[src/rtl/register_file_sync_reset_n.sv]
// DEPTH x W register file: one synchronous write port, a special load path into
// register DEPTH-1, and two combinational read ports. Optional macro: REGFILE_WRITE_BYPASS_EN.
module register_file_sync_reset_n #(
    parameter int unsigned W     = 32,
    parameter int unsigned DEPTH = 16,
    parameter int unsigned A     = 4
) (
    input  logic         clk,
    input  logic         reset_synchronous_n,
    input  logic         write_enable,
    input  logic [A-1:0] write_addr,
    input  logic [W-1:0] write_data,
    input  logic         special_load,
    input  logic [W-1:0] special_data,
    input  logic [A-1:0] read_addr_a,
    input  logic [A-1:0] read_addr_b,
    output logic [W-1:0] read_data_a,
    output logic [W-1:0] read_data_b
);

    localparam logic [A-1:0] LAST = A'(DEPTH - 1);

    logic [W-1:0] regs [DEPTH];
    logic         wr_in_range;
    logic         wr_hits_last;
    logic         special_go;

    assign wr_in_range  = (32'(write_addr) < DEPTH);
    assign wr_hits_last = write_enable && (write_addr == LAST);
    // A general write to the top register takes priority over the special load.
    assign special_go   = special_load && !wr_hits_last;

    always_ff @(posedge clk) begin
        if (!reset_synchronous_n) begin
            for (int unsigned i = 0; i < DEPTH; i++) begin
                regs[i] <= '0;
            end
        end else begin
            if (special_go) begin
                regs[LAST] <= special_data;
            end
            if (write_enable && wr_in_range) begin
                regs[write_addr] <= write_data;
            end
        end
    end

    function automatic logic [W-1:0] read_port(input logic [A-1:0] addr);
        logic [W-1:0] value;
        value = '0;
        if (32'(addr) < DEPTH) begin
            value = regs[addr];
        end
`ifdef REGFILE_WRITE_BYPASS_EN
        if (reset_synchronous_n) begin
            if (write_enable && wr_in_range && (addr == write_addr)) begin
                value = write_data;
            end else if (special_go && (addr == LAST)) begin
                value = special_data;
            end
        end
`endif
        return value;
    endfunction

    always_comb begin
        read_data_a = read_port(read_addr_a);
        read_data_b = read_port(read_addr_b);
    end

endmodule
[config.mk]
export PLATFORM = sky130hd
export DESIGN_NAME = register_file_sync_reset_n
export DESIGN_NICKNAME = d
export VERILOG_FILES = /design/src/rtl/register_file_sync_reset_n.sv
export SDC_FILE = /design/constraint.sdc
export NUM_CORES = 1
export LEC_CHECK = 0
export CAP_MARGIN = 20
export CORE_ASPECT_RATIO = 0.7
export CORE_MARGIN = 1.5
export CORE_UTILIZATION = 45
export CTS_CLUSTER_SIZE = 16
export DETAILED_ROUTE_END_ITERATION = 8
export GPL_TIMING_DRIVEN = 0
export SLEW_MARGIN = 10
export SYNTH_ARGS = -nofsm -noshare
export SYNTH_HDL_FRONTEND = slang
export SYNTH_SLANG_ARGS = --single-unit
[constraint.sdc]
create_clock -name clk -period 5.47 [get_ports clk]
set_input_delay 1.094 -clock clk [delete_from_list [all_inputs] [get_ports clk]]
set_output_delay 1.094 -clock clk [all_outputs]
set_load 0.02 [all_outputs]
==> impl_metrics.ini <==
[synth]
yosysTopAreaCell = edfxtp_1
synthTopCellsByArea = edfxtp_1 57%, mux4_2 21%, and2_1 11%
synth_edf_count = 512
synth.ff_latch_count = 512
yosysMostFrequentCell = edfxtp_1
async_flop_share_pct = 0
ys_seq_area_share_pct = 57.3
synth.cell_area_um2 = 26800
yosysUniqueCellTypes = 28
synth_common_cells = 512 x edfxtp_1, 482 x and2_1, 256 x mux4_2, 128 x a22oi_1, 96 x clkbuf_1
synthFlopType = edfxtp_1
synthesis.nets = 1775
avgSynthCellArea_um2 = 15.8
yosysWarnings = 0
netlist_instances = 1695
synth_top_cell_area_share_pct = 57.3

[placement]
place_congestion = 0.880
hpwl_mm = 61.7
dp.cells = 2654
numPortBuffers = 137

[floorplan]
die_w_um = 295
top_level_ports = 144
rows = 74
die-area_um2 = 61100
start_util_pct = 45.8
die-height_um = 207
core_area_um2 = 58600

[critical_path]
cp.required_ps = 4380
critPathLaunchType = input port
crit_arrival_ps = 4130
worstPathMaxFanout = 10
cp-end-kind = primary output
worstSetupPathType = input port to primary output

[global_routing]
grt_util_met2_pct = 43.8
grt_pass1_vias = 17600
grtUsageMet3_pct = 7.49
gr-total-overflow = 0
grt_pass1_wl_mm = 128
grt_max_degree = 33
grtUsageTotal_pct = 30.0
antenna_found_initial = 2
grt_use_met1_pct = 44.3
grt.busiest_layer = met1

[final_layout]
drive_gt1_share_pct = 22.9
syn_to_final_growth_pct = 17.6
final_cells = 2753
largest_reg_flops = 512
reg.largest.list = regs (512)
layout.nets = 1990
fill_cells = 4711
regMostFlops = regs

[pwr]
max-vdd-ir-drop_uv = 193
power_density_nw_per_um2 = 311
switchingPower_mw = 2.49
pwr-share-seq_pct = 47.5
p_clk_share_pct = 38.3
power_leakage_nw = 10.8
internal_power_mw = 7.32
p_comb_share_pct = 14.2
power.share.switching_pct = 25.4

[clock_tree]
h-tree-depth = 2
cts-root-buf = clkbuf_16
hold_buffers = 0
cts.path.max_buffers = 3
cts_num_sinks = 512
clk_pin_slew_ps = 70
tritoncts = yes
cts_buffers = 51
cts_setup_buffers = 0
cts-resized-gates = 0

[detailed_routing]
drtPass1Iterations = 5
post-route-drc-count = 0
drtIter0Drc = 2410
avgRoutedWirePerCell_um = 32.9
viasPerCell = 6.36
routed-via-count = 17500
drt_wl_total_mm = 90.7
ant_nets = 0

[outcome]
status = completed

[sta]
min_period_over_period_pct = 95.4
relSlewSlack_pct = 26.4
min_period_ps = 5220
slew_viol_final = 0
fmax_mhz = 192
tightest_slew_ps = 1100
holdWs_ps = 1160
rsz0062_at_grt = false
hold_viol = 0
finalSetupViolCount = 0

[flow_run]
maxCapViolCount = 0

[hold_path]
hold_class = input port to flip-flop
path summary, 6_finish.rpt:
check	startpoint	endpoint	slack [ps]	depth (start not counted)
setup / recovery	read_addr_b[2]	read_data_b[3]	250	7
hold / removal	write_addr[1]	regs[4][0]	1160	3
logic make-up after synthesis:
kind of cell / Yosys count / synth area share [%]
AO/OA/AOI/OAI: 173 / 4.90
buffers and inverters: 174 / 3.03
flip-flops: 512 / 57.3
multiplexers: 256 / 21.5
AND/OR/NAND/NOR: 580 / 13.3
power by group through the flow:
stage / logic, mW / clock network [mW] / registers [mW]
final: 1.39 / 3.75 / 4.66
after global placement: 1.31 / 0 / 4.75
after CTS: 1.38 / 3.76 / 4.66
after detailed placement: 1.37 / 0 / 4.74
after global routing: 1.44 / 3.91 / 4.69
after floorplan: 0.770 / 0 / 4.71
layer usage:
metal / share of wire (%) / wire length (um)
met3: 12 / 10700
met5: 0 / 0
met4: 3.3 / 3020
met1: 41 / 37500
met2: 43 / 39400
through the flow:
step / utilization, % / worst slack [ps] / setup TNS (ps) / power [mW] / instance area (um^2)
after floorplan: - / 1110 / 0 / 5.48 / 26800
after global placement: 49.8 / -3240 / -901500 / 6.07 / 29200
after detailed placement: 50.8 / 360 / 0 / 6.11 / 29800
after CTS: 53.8 / 351 / 0 / 9.80 / 31500
after global routing: 53.8 / 200 / 0 / 10.0 / 31500
final: 53.8 / 251 / 0 / 9.80 / 31500
area by class of cell:
type / instances / area, um^2 / area share, %
Sequential cell: 512 / 15400 / 48.7
Tap cell: 798 / 998 / 3.17
Inverter: 1 / 3.75 / 0.0119
Buffer: 173 / 810 / 2.57
Clock inverter: 38 / 424 / 1.34
Clock buffer: 58 / 1300 / 4.13
Timing Repair Buffer: 162 / 1840 / 5.84
Antenna cell: 2 / 5.00 / 0.0159
Multi-Input combinational cell: 1009 / 10800 / 34.2
cell usage in the layout, fill, tap and decap left out, types with 6 or more instances in the layout:
| cell type | n |
|---|---|
| buf_12 | 9 |
| clkinv_1 | 12 |
| buf_4 | 24 |
| clkbuf_2 | 6 |
| and2_1 | 482 |
| clkbuf_16 | 51 |
| clkdlybuf4s50_1 | 137 |
| a22o_1 | 32 |
| clkinv_2 | 9 |
| bufinv_16 | 9 |
| a22oi_1 | 128 |
| buf_6 | 8 |
| nor2_1 | 6 |
| buf_16 | 8 |
| edfxtp_1 | 512 |
| buf_2 | 26 |
| nand2_1 | 64 |
| buf_1 | 20 |
| o21ai_4 | 11 |
| clkbuf_1 | 103 |
| mux4_2 | 256 |
worst max-delay path, cell delays in order:
cell	delay [ps]
clkdlybuf4s50_1	530
nor2b_1	160
clkbuf_1	360
clkbuf_1	840
a22oi_1	240
nand2_1	250
clkdlybuf4s50_1	640
Note: power is estimated with default switching activity, not from simulation.
